$ cat config.mk
export PLATFORM = sky130hd
export DESIGN_NAME = std_reset_sequencer
export DESIGN_NICKNAME = d
export VERILOG_FILES = /design/src/rtl/std_pkg.sv /design/src/rtl/std_reset_synchronizer.sv /design/src/rtl/std_reset_sequencer.sv
export SDC_FILE = /design/constraint.sdc
export NUM_CORES = 1
export LEC_CHECK = 0
export ABC_AREA = 1
export CAP_MARGIN = 20
export CORE_MARGIN = 4
export CORE_UTILIZATION = 40
export CTS_BUF_LIST = sky130_fd_sc_hd__clkbuf_16
export DETAILED_ROUTE_END_ITERATION = 12
export SKIP_CTS_REPAIR_TIMING = 1
export SLEW_MARGIN = 10
export SYNTH_ARGS = -nofsm -noshare
export SYNTH_HDL_FRONTEND = slang
export SYNTH_HIERARCHICAL = 1
export SYNTH_SLANG_ARGS = --single-unit
export TNS_END_PERCENT = 50
$ cat constraint.sdc
create_clock -name clk -period 2.38 [get_ports clk]
set_input_delay 0.357 -clock clk [delete_from_list [all_inputs] [get_ports clk]]
set_output_delay 0.357 -clock clk [all_outputs]
set_load 0.01 [all_outputs]
$ cat src/rtl/std_pkg.sv
// Shared types and helpers for clock/reset infrastructure blocks.
package std_pkg;

    typedef enum logic {
        STD_RESET_POLARITY_LOW  = 1'b0,
        STD_RESET_POLARITY_HIGH = 1'b1
    } std_reset_polarity_t;

    typedef struct packed {
        std_reset_polarity_t rst_polarity;
        logic [31:0]         freq_hz;
    } std_clock_info_t;

    typedef enum logic [1:0] {
        STD_RESET_SEQ_HOLD    = 2'd0,
        STD_RESET_SEQ_RELEASE = 2'd1,
        STD_RESET_SEQ_RUNNING = 2'd2
    } std_reset_seq_state_t;

    // Pin level -> "is reset asserted".
    function automatic logic std_is_reset_active(std_reset_polarity_t polarity, logic level);
        return (polarity == STD_RESET_POLARITY_HIGH) ? level : ~level;
    endfunction

    // "Reset asserted" -> pin level; inverse of std_is_reset_active.
    function automatic logic std_reset_drive(std_reset_polarity_t polarity, logic active);
        return (polarity == STD_RESET_POLARITY_HIGH) ? active : ~active;
    endfunction

    function automatic int std_max(int a, int b);
        return (a > b) ? a : b;
    endfunction

endpackage

$ cat src/rtl/std_reset_synchronizer.sv
// Asynchronous-assert, synchronous-deassert reset chain; usable standalone.
module std_reset_synchronizer #(
    parameter int STAGES = 2
) (
    input  logic clk,
    input  logic rst,
    output logic sync_rst
);

    logic [STAGES-1:0] chain;

    always_ff @(posedge clk or posedge rst) begin
        if (rst) begin
            chain <= '1;
        end else begin
            chain <= {chain[STAGES-2:0], 1'b0};
        end
    end

    assign sync_rst = chain[STAGES-1];

endmodule

$ cat src/rtl/std_reset_sequencer.sv
// Per-domain reset sequencer: immediate assertion, synchronous staggered release.
//   state   | meaning
//   HOLD    | all outputs active, counting qualified edges up to HOLD_CYCLES
//   RELEASE | releasing outputs 1..OUTPUTS-1, one every STAGE_GAP edges
//   RUNNING | all outputs inactive, rst_done high
module std_reset_sequencer
    import std_pkg::*;
#(
    parameter int                                OUTPUTS         = 3,
    parameter std_reset_polarity_t [OUTPUTS-1:0] OUTPUT_POLARITY = {OUTPUTS{STD_RESET_POLARITY_HIGH}},
    parameter int                                SYNC_STAGES     = 2,
    parameter int                                HOLD_CYCLES     = 16,
    parameter int                                STAGE_GAP       = 4
) (
    input  logic               clk,
    input  logic               rst,
    input  logic               soft_rst_req,
    output logic [OUTPUTS-1:0] rst_out,
    output logic               rst_done
);

    localparam int CNT_MAX = std_max(HOLD_CYCLES, STAGE_GAP);
    localparam int CNT_W   = $clog2(CNT_MAX + 1);
    localparam int IDX_W   = (OUTPUTS > 1) ? $clog2(OUTPUTS) : 1;

    function automatic logic [OUTPUTS-1:0] drive_all(logic active);
        logic [OUTPUTS-1:0] v;
        for (int k = 0; k < OUTPUTS; k++) begin
            v[k] = std_reset_drive(OUTPUT_POLARITY[k], active);
        end
        return v;
    endfunction

    localparam logic [OUTPUTS-1:0] ACTIVE_LVL   = drive_all(1'b1);
    localparam logic [OUTPUTS-1:0] INACTIVE_LVL = drive_all(1'b0);

    std_reset_seq_state_t state, state_n;
    logic [CNT_W-1:0]     cnt, cnt_n, cnt_inc;
    logic [IDX_W-1:0]     idx, idx_n;
    logic [OUTPUTS-1:0]   out_q, out_n;
    logic                 done_q, done_n;
    logic                 sync_rst;

    std_reset_synchronizer #(
        .STAGES (SYNC_STAGES)
    ) u_sync (
        .clk      (clk),
        .rst      (rst),
        .sync_rst (sync_rst)
    );

    always_ff @(posedge clk or posedge rst) begin
        if (rst) begin
            state  <= STD_RESET_SEQ_HOLD;
            cnt    <= '0;
            idx    <= '0;
            out_q  <= ACTIVE_LVL;
            done_q <= 1'b0;
        end else begin
            state  <= state_n;
            cnt    <= cnt_n;
            idx    <= idx_n;
            out_q  <= out_n;
            done_q <= done_n;
        end
    end

    // Saturating increment so a misconfigured compare can never wrap the counter.
    assign cnt_inc = (cnt == CNT_W'(CNT_MAX)) ? cnt : cnt + 1'b1;

    always_comb begin
        state_n = state;
        cnt_n   = cnt;
        idx_n   = idx;
        out_n   = out_q;

        if (soft_rst_req) begin
            state_n = STD_RESET_SEQ_HOLD;
            cnt_n   = '0;
            idx_n   = '0;
            out_n   = ACTIVE_LVL;
        end else begin
            case (state)
                STD_RESET_SEQ_HOLD: begin
                    if (!sync_rst) begin
                        if (cnt_inc == CNT_W'(HOLD_CYCLES)) begin
                            out_n[0] = INACTIVE_LVL[0];
                            cnt_n    = '0;
                            if (OUTPUTS == 1) begin
                                state_n = STD_RESET_SEQ_RUNNING;
                            end else begin
                                idx_n   = IDX_W'(1);
                                state_n = STD_RESET_SEQ_RELEASE;
                            end
                        end else begin
                            cnt_n = cnt_inc;
                        end
                    end
                end
                STD_RESET_SEQ_RELEASE: begin
                    if (cnt_inc == CNT_W'(STAGE_GAP)) begin
                        for (int k = 0; k < OUTPUTS; k++) begin
                            if (idx == IDX_W'(k)) begin
                                out_n[k] = INACTIVE_LVL[k];
                            end
                        end
                        cnt_n = '0;
                        if (idx == IDX_W'(OUTPUTS - 1)) begin
                            state_n = STD_RESET_SEQ_RUNNING;
                        end else begin
                            idx_n = idx + 1'b1;
                        end
                    end else begin
                        cnt_n = cnt_inc;
                    end
                end
                STD_RESET_SEQ_RUNNING: begin
                    out_n = INACTIVE_LVL;
                end
                default: begin
                    state_n = STD_RESET_SEQ_HOLD;
                    cnt_n   = '0;
                    idx_n   = '0;
                    out_n   = ACTIVE_LVL;
                end
            endcase
        end

        done_n = (state_n == STD_RESET_SEQ_RUNNING);
    end

    assign rst_out  = out_q;
    assign rst_done = done_q;

endmodule
======== Word level (Yosys, flattened, before mapping) ========
Cells that the tools add are included.
word-level totals
  bits in registers ....................... 15
  input port bits ......................... 3
cells by class
  add/sub/neg operators ................... 2
  eq/ne operators ......................... 17
  muxes and demuxes ....................... 27
  reductions and logical operators ........ 7
operators by type and width
  operator                                        number
  two-way mux 5 bit                               5
  inequality test 3 bit (second input constant)   7
  two-way mux 2 bit                               10
  one-hot mux 2 bit (3 select lines)              3
  one-hot mux 5 bit (3 select lines)              1
  == test 5 bit (second input constant)           2
  == test 2 bit (second input constant)           3
  two-way mux 3 bit                               2
  AND reduction 3 bit                             2
  adder 5 x 1 -> 5 bit (second input constant)    1
  == test 5 x 3 -> 1 bit (second input constant)  1
  two-way mux 1 bit                               5
  AND reduction 5 bit                             1
  == test 2 x 1 -> 1 bit (second input constant)  2
  zero test 2 bit                                 2
  inequality test 2 bit (second input constant)   2
  AND reduction 4 bit                             1
  one-hot mux 1 bit (3 select lines)              1
  adder 2 x 1 -> 2 bit (second input constant)    1
  AND reduction 2 bit                             1

======== Longest topological paths before layout ========
Gate-level depths: netlist of the first run.
  word-level depth ........................ 8
  depth in mapped cells ................... 13
  mapped depth without buffers ............ 13

======== By module ========
The synthesis of the first run kept the hierarchy.
modules (own cells, without submodules)
  module                  times used  cells each  area each (µm²)  sequential area each (µm²)
  std_reset_sequencer     1           130         918.4            329.1
  std_reset_synchronizer  1           4           60.1             52.6

======== Least setup slack after synthesis of the first run ========
No wires, ideal clock.
  path type ............................... reg-to-reg
  from .................................... register cnt[0]
  to ...................................... register idx[0]
  library setup time ...................... 122 ps
  data arrival time ....................... 1,487 ps
  required time ........................... 2,258 ps
  setup slack ............................. 771 ps
  stages on the path, launching flop included .. 14
  buffers on the path ..................... 0
  clock period less this slack ............ 1,609 ps
  cell sequence ........................... dfrtp_1 inv_1 ha_1 nand2_1 inv_1 nand2_1 nand2_1 a21oi_2 and2_4 nand2_2 nand2_2 nand3_2 nand2_1 o21ai_1
on the way
  word-level cells in the longest chain between the ends .. 5
  elaborated cells on any way between the ends .. 8
  classes of those cells .................. add/sub (1); eq/ne (5); mux (1); reduce/logical (1)
ends and longest elaborated chain
  element                                                  RTL line                                               RTL
  start, declared                                          std_reset_sequencer.sv:38                              logic [CNT_W-1:0] cnt, cnt_n, cnt_inc;
  start signal, assigned                                   std_reset_sequencer.sv:61                              cnt <= cnt_n;
  adder 5 x 1 -> 5 bit or == test 5 bit (tied branches)    std_reset_sequencer.sv:69                              assign cnt_inc = (cnt == CNT_W'(CNT_MAX)) ? cnt : cnt + 1'b1;
  two-way mux 5 bit *                                      std_reset_sequencer.sv:69
  == test 5 x 3 -> 1 bit or == test 5 bit (tied branches)  std_reset_sequencer.sv:101, std_reset_sequencer.sv:86
  inequality test 3 bit (no line)                          --
  AND reduction 5 bit (no line) *                          --
  end signal, assigned                                     std_reset_sequencer.sv:62                              idx <= idx_n;
  end, declared                                            std_reset_sequencer.sv:39                              logic [IDX_W-1:0] idx, idx_n;
Every way passes the cells marked *; elsewhere a longest branch is shown, timed or not.
A chain may end at the register's enable or synchronous reset.

======== Final worst setup path of the first run ========
  from .................................... register state[0]
  to ...................................... register cnt[2]
on the way
  word-level cells in the longest chain between the ends .. 3
  elaborated cells on any way between the ends .. 8
  classes of those cells .................. eq/ne (4); mux (2); reduce/logical (2)
ends and longest elaborated chain
  element                                                           RTL line                   RTL
  start, declared                                                   std_reset_sequencer.sv:37  std_reset_seq_state_t state, state_n;
  start signal, assigned                                            std_reset_sequencer.sv:60  state <= state_n;
  == test 2 bit, or another cell as far along                       std_reset_sequencer.sv:83  case (state)
  one-hot mux 5 bit (3 select lines), or another cell as far along  std_reset_sequencer.sv:83
  two-way mux 5 bit or AND reduction 2 bit (tied branches)          --
Parallel ways exist; a longest one is shown, timed or not.

==> results.txt, run 1 <==
The flop-to-flop setup slack came out at 0.39 ns. The share of the core filled with cells in the final layout came out at 0.506. The placeable core region came out at between 0.002 and 0.0025 sq mm.

The largest voltage drop on the vdd net is around 0.48 mV. Traced cell by cell, the critical path runs through inv_1, ha_1, inv_1, nor2_1, nand2_1, o21ai_0, nor3_1, o211ai_1, o21ai_0. The sort of element at the start of the critical path is a register.

The sequential element share of the synthesized area came out at 0.390. The number of flip-flops and latches in the synthesized netlist came out at 15. The final weighted congestion in routability-driven placement came out at 0.897. The clock period minus worst slack came out at approximately 2.0 ns. The run finished with clean final reports. The H-tree depth reported by CTS is 1. The final number of hold-violating endpoints is 0. By area, the combinational part of the netlist is dominated by simple AND/OR/NAND/NOR gates.

Of the total synthesized cell area, the portion taken by AND, OR, NAND and NOR gates is 0.285. The detail route stage leaves a number of antenna-violating nets equal to 0. The combinational fraction of design power is 0.144. The number of cells traversed by the worst register-to-register path came out at 9. The maximum frequency from static timing analysis came out at 0.502 GHz. In this run the tightest slew margin relative to its limit is 0.616. The number of top-level design ports is 7.

The required time at the endpoint of the critical path is 2.54 ns. The maximum single-stage delay on the critical path is 0.48 ns. Dividing total power by cell area gives a power density of approximately 610 mW/mm^2. The count of buffers added on input and output ports is 6. The per-cell routed wire length is 11.2 microns. The placed wire-length estimate is 1510 microns.

The mux contribution to synthesized area came out at 0. The cell area after technology mapping came out at just under 0.001 sq mm. The number of placement rows came out at 17. After clock tree synthesis, the clock-pin slew on the worst setup and hold paths is 0.05 ns. The post-route DRC violation count is 0.

Of the total synthesized cell area, the portion taken by XOR and XNOR cells is 0. After detailed routing, the number of vias per cell comes to around 4.8. The initial cell density of the core is 0.430.

The CTS sink count came out at 15. In this run the critical register-to-register path is launched from state[0]$_DFF_PP0_. The cell-internal power is 0.539 mW. TritonCTS built the clock tree. Setup repair after global routing left no endpoint under its margin.

The clock insertion delay at the later pin of the skew report is 0.24 ns. The terminating pin of the worst hold path is u_sync/chain[1]$_DFF_PP1_. Synthesis instantiated 20 different standard cells from the library. The horizontal die dimension came out at approximately 57 microns. For this run, the leading register cell type out of synthesis is dfrtp_1. The clock tree skew after final layout came out at between 0.002 and 0.0025 ns. The number of nets handed over by synthesis was 146. Yosys printed 6 warnings. 0 antenna diodes ended up in the layout.

The vertical die dimension came out at around 57 microns. The static leakage is 0.585 nW. The first-pass GRT wire length came out at 3440 microns.

The first detailed-routing pass ran for 5 iterations. The hold path depth is 0. Of the total power, registers draw 0.411. The number of violations of the max-capacitance limit is 0. The clock network fraction of design power came out at 0.445. The worst hold path begins at u_sync/chain[0]$_DFF_PP1_. The remaining global-route overflow is 0.

The clock passes through at most 2 buffers. For this block, the initial DRC count from the detailed router was 33. The master cell of the clock root buffer is clkbuf_16. The number of failing setup endpoints in the final timing report is 0.

The area of the die is ~0.0033 sq mm. The fraction of registers with async set or reset after synthesis came out at 1.00. The number of nets in the layout is 157. The startpoint-to-endpoint class of the critical path is reg -> reg. The fraction of layout instances using a drive strength above 1 is 0.111. The type of the tightest min-delay check is reg -> reg. The overall routed net length came out at 1930 microns. For this block, the via count after detailed routing is 818.

The number of clock buffers inserted by TritonCTS came out at 3. The count of flip-flops with a built-in enable after synthesis came out at 0. Summed over all failing endpoints, the final setup total negative slack is 0 ns. The final cycle utilization of the critical path is 0.838. On the critical path, the stage with the largest delay is an instance of nor3_1. Averaged over all synthesized cells, the footprint is 7.30 sq um. For this run, the total global-route usage over all layers was measured as 0.132. The number of instances in the synthesized netlist is 134. The total power came out at slightly above 0.7 mW.

The critical path buffer and inverter count came out at 2. The max-slew violation count is 0. The pin count of the biggest net entering global routing is 14. The kind of end point of the critical path is a register. Broken down by cell family, the worst path's largest delay share belongs to simple AND/OR/NAND/NOR gates. The fraction of the mapped netlist area in compound gates came to 0.106.

The number of antenna violations at the first check in global routing is 0. The data arrival time of the worst path came out at between 2 and 2.5 ns. The switching power summed over all nets is 0.167 mW. The synthesis-to-layout area growth came out at 17.8%. The largest fanout on the critical path came out at 5. The reg-to-reg critical path endpoint is cnt[2]$_DFFE_PP0P_.

The pin slew with the least headroom to its limit is 0.571 ns. The number of global-route vias before repair came to 813. The fraction of the mapped netlist area in adder cells came out at 0.115.

The switching share of power came out at 0.236.
-- how the worst max path moves through the flow --
stage | from | slack [ns] | to | cells past startpoint
after floorplan | cnt[0]$_DFFE_PP0P_ | 0.77 | idx[0]$_DFFE_PP0P_ | 13
after global placement | soft_rst_req | 0.43 | cnt[2]$_DFFE_PP0P_ | 7
after detailed placement | soft_rst_req | 0.36 | cnt[2]$_DFFE_PP0P_ | 7
after CTS | state[0]$_DFF_PP0_ | 0.43 | cnt[2]$_DFFE_PP0P_ | 9
after global routing | state[0]$_DFF_PP0_ | 0.15 | cnt[2]$_DFFE_PP0P_ | 9
final | state[0]$_DFF_PP0_ | 0.39 | cnt[2]$_DFFE_PP0P_ | 9
-- flip-flops by register name (all words and copies together), names as in the netlist --
register	flops
rst_done	1
idx	2
u_sync/chain	2
rst_out	3
state	2
cnt	5
-- synth_stat cells, types with 2 or more instances --
cell	instances	area share
a21oi_1	3	0.015
dfrtp_1	10	0.26
dfstp_2	5	0.13
ha_1	9	0.12
inv_1	25	0.096
nand2_1	32	0.12
nand2_2	2	0.013
nand3_1	7	0.036
nand4_1	3	0.019
nor2_1	15	0.058
nor2_2	2	0.013
o211ai_1	2	0.015
o21ai_0	8	0.041
o21ai_1	5	0.026
-- cells in the final DEF (no fill, tap or decap) --
cell,Yosys,final
nand3_1,7,7
nand2_1,32,32
ha_1,9,9
nor3_1,1,1
inv_1,25,26
conb_1,1,1
nor2_1,15,15
nand2_2,2,2
dfrtp_1,10,10
nor2_2,2,2
and2_4,1,1
a21oi_1,3,3
inv_2,1,1
a21oi_2,1,1
clkbuf_16,0,3
dfstp_2,5,5
nand3_2,1,1
clkdlybuf4s50_1,0,6
o21ai_0,8,8
o211ai_1,2,2
o21ai_1,5,5
nand4_1,3,3
-- metrics by stage --
stage          worst slack [ns]  instance area (sq um)  hold slack, ns  std cells
4_1_cts                   0.428                   1150           0.356        172
6_report                  0.386                   1150           0.355        172
5_1_grt                   0.149                   1150           0.362        172
2_1_floorplan             0.771                    978           0.232        134
3_5_place_dp              0.361                   1070           0.349        168
3_3_place_gp              0.426                   1070           0.348        168
-- power by group through the flow --
stage,sequential (mW),combinational (mW),clock [mW]
finish,0.290,0.102,0.314
floorplan,0.293,0.0691,0
global placement,0.292,0.0993,0
detailed placement,0.293,0.100,0
global route,0.293,0.115,0.333
CTS,0.290,0.102,0.320
-- per-layer routing --
metal  vias up  part of all wire  GRT usage
met4         0            0.0083     0.0298
met1       367              0.49      0.178
li1        436                 -          -
met5         -                 0          0
met3         2             0.037     0.0271
met2        13              0.47      0.215
-- final cells by class --
cell class,count,area (sq um)
Inverter,26,97.6
Multi-Input combinational cell,93,499
Sequential cell,15,382
Timing Repair Buffer,6,60.1
Clock inverter,1,3.75
Fill cell,226,1120
Tap cell,28,35.0
Clock buffer,3,75.1
-- logic make-up after synthesis --
| logic type | Yosys count |
|---|---|
| flip-flops | 15 |
| buffers and inverters | 26 |
| other | 1 |
| adder cells (fa/ha/maj) | 9 |
| AND/OR/NAND/NOR | 64 |
| AO/OA/AOI/OAI | 19 |
Power figures use the tool's default switching activity.
==> inputs of run 2 (changes only) <==
clock period = 1.9 ns   (was 2.38 ns; I/O delays follow)
==> results.txt, run 2 (synthesis results as in run 1) <==
The run finished with clean final reports. Measured along the x axis, the die boundary spans 57.5 microns. The CTS sink count came out at 15. The library cell contributing the largest single delay on the critical path is dfrtp_1. The worst setup path is launched from a register. The maximum count of clock buffers along a single path is 2. The number of routed nets with antenna violations is 0. The fraction of layout instances using a drive strength above 1 is 0.233.

In this design, the critical path's most frequently occurring cell is nand2_1. For this design the static power due to leakage is 0.614 nW. The data arrival time of the worst path came out at slightly below 2 ns.

On the worst path, the slowest cell contributes a delay of 0.41 ns. The library cells used most frequently in the layout, excluding fill and tap cells, are nand2_1 (29), inv_1 (23), nor2_1 (13). The number of global-route vias before repair is 859. The path class of the tightest hold or removal check is reg -> reg. The iteration-0 DRC count of the detailed router came out at 31.

The CTS tree is yes. The number of antenna violations at the first check in global routing was 0. The number of top-level design ports came out at 7.

The overall routing resource usage came out at 0.143. The number of nets in the layout is 163. The remaining global-route overflow came out at 0.

Clock-pin slew was measured on the worst setup and hold paths at 0.05 ns. The H-tree depth reported by CTS is 1. The final number of hold-violating endpoints was 0. The total of buffers placed on input and output ports is 6. The total number of vias came out at approximately 860. The length of the first detailed-routing pass in iterations came out at 4. The per-cell routed wire length is 11.6 microns. The share of the core filled with cells in the final layout is 0.549. The master cell of the clock root buffer is clkbuf_16. The final cycle utilization of the critical path is 0.938.

Ranked by flip-flop count, first place goes to cnt. Power spread over the standard cell area amounts to 742 mW/mm^2. The largest fanout on the critical path is 4. The layout has 206 filler cells. The total power came out at between 0.9 and 1 mW.

Compared with the post-synthesis result, the final layout area differs by 27.6%. The number of placement rows is 17. Entering global routing, the biggest net connects 14 pins. The startpoint-to-endpoint class of the critical path is reg -> reg.

The relative slew slack is 0.657. The placeable core region came out at 0.00228 sq mm. The area of the die is 0.00330 sq mm.

The die is 57.5 microns tall. The worst-case IR drop observed on VDD is around 0.53 mV. The number of clock buffers inserted by TritonCTS came out at 3.

The smallest clock period supported by the final layout is computed as 1.78 ns. The first-pass GRT wire length came out at between 3000 and 4000 microns. The number of inserted diodes came out at 0. The number of violations of the max-capacitance limit is 0.

The final weighted congestion in routability-driven placement came out at 0.833. For this run, design rule violations remaining after detail routing come to 0. The worst setup timing slack at the placement stage came out at approximately 0.075 ns. The number of failing setup endpoints in the final timing report came out at 0. Leaving out fill and tap cells, the most frequent cell in the layout is nand2_1. The register with the most flip-flops in the layout has 5 of them. The clock tree skew after final layout is 0.00425 ns. The clock insertion delay at the later pin of the skew report came out at between 0.2 and 0.25 ns. At the pin with the least slew margin, the transition time is 0.513 ns.

The post-layout worst setup margin is 0.118 ns. The final total negative setup slack is 0 ns. The overall routed net length is 2060 microns. The worst register-to-register path has a setup slack of around 0.12 ns.

The placed wire-length estimate came out at 1530 microns. The tightest hold margin is 0.354 ns. The via-per-instance ratio is just under 5. Setup repair after global routing could not meet its margin everywhere.

The max-slew violation count is 0. The worst setup path is captured at a register. The maximum frequency from static timing analysis is between 0.5 and 0.6 GHz.

The signal on the critical path passes through inv_2, ha_1, nand2_1, inv_2, nand2_4, nand2_4, a21oi_4, nand4_1, nand2_1, nand2_1, nand2_1, nand2_1, nor2_1. At the worst endpoint, the required time is 2.07 ns. The initial cell density of the core came out at 0.430.
==> run 2: cell count changes in the layout (fill, tap and decap cells not counted), sizes merged <==
cell	change
clkinv	+1
inv	-1
buf	+6
==> run 2: worst paths after layout <==
kind	startpoint	endpoint	depth (start not counted)
min	u_sync/chain[0]$_DFF_PP1_	u_sync/chain[1]$_DFF_PP1_	0
max reg2reg	cnt[0]$_DFFE_PP0P_	rst_done$_DFF_PP0_	13
max	cnt[0]$_DFFE_PP0P_	rst_done$_DFF_PP0_	13
min reg2reg	u_sync/chain[0]$_DFF_PP1_	u_sync/chain[1]$_DFF_PP1_	0
max in group asynchronous	rst	rst_out[1]$_DFFE_PP1P_	2
min in group asynchronous	rst	u_sync/chain[0]$_DFF_PP1_	2
==> run 2: critical path: cells and delay by family (launching register included) <==
kind,cells,cell delay [ns]
compound gates,1,0.17
buf+inv,2,0.13
fa+ha+maj,1,0.20
simple gates,9,0.79
flops,1,0.41
==> run 2: through the flow <==
step	instance area, sq um	instances
after CTS	1180	175
after global placement	1100	171
after global routing	1250	178
final	1250	178
after floorplan	978	134
after detailed placement	1100	171
==> run 2: cell type report <==
cell class	instances	area [sq um]	share of cell area
Tap cell	28	35.0	0.0281
Inverter	26	97.6	0.0782
Timing Repair Buffer	12	105	0.0842
Multi-Input combinational cell	93	549	0.440
Clock inverter	1	5.00	0.00401
Sequential cell	15	382	0.306
Clock buffer	3	75.1	0.0601
==> run 2: power breakdown <==
group          switching, mW  total, mW  internal [mW]  leakage (nW)
Clock                  0.124      0.404          0.281        0.0409
Combinational         0.0879      0.159         0.0707         0.385
Sequential            0.0181      0.364          0.346         0.188
==> run 2: metal layers <==
metal,up-vias,GRT usage,part of all wire
li1,449,-,-
met1,393,0.169,0.45
met2,9,0.239,0.50
met3,6,0.0385,0.028
met4,0,0.0695,0.029
met5,-,0,0
==> inputs of run 3 (changes only) <==
ABC_CLOCK_PERIOD_IN_PS = 1900   (was default)
==> results of run 3 <==
No change in the layout: final DEF, timing and power equal those of run 2.
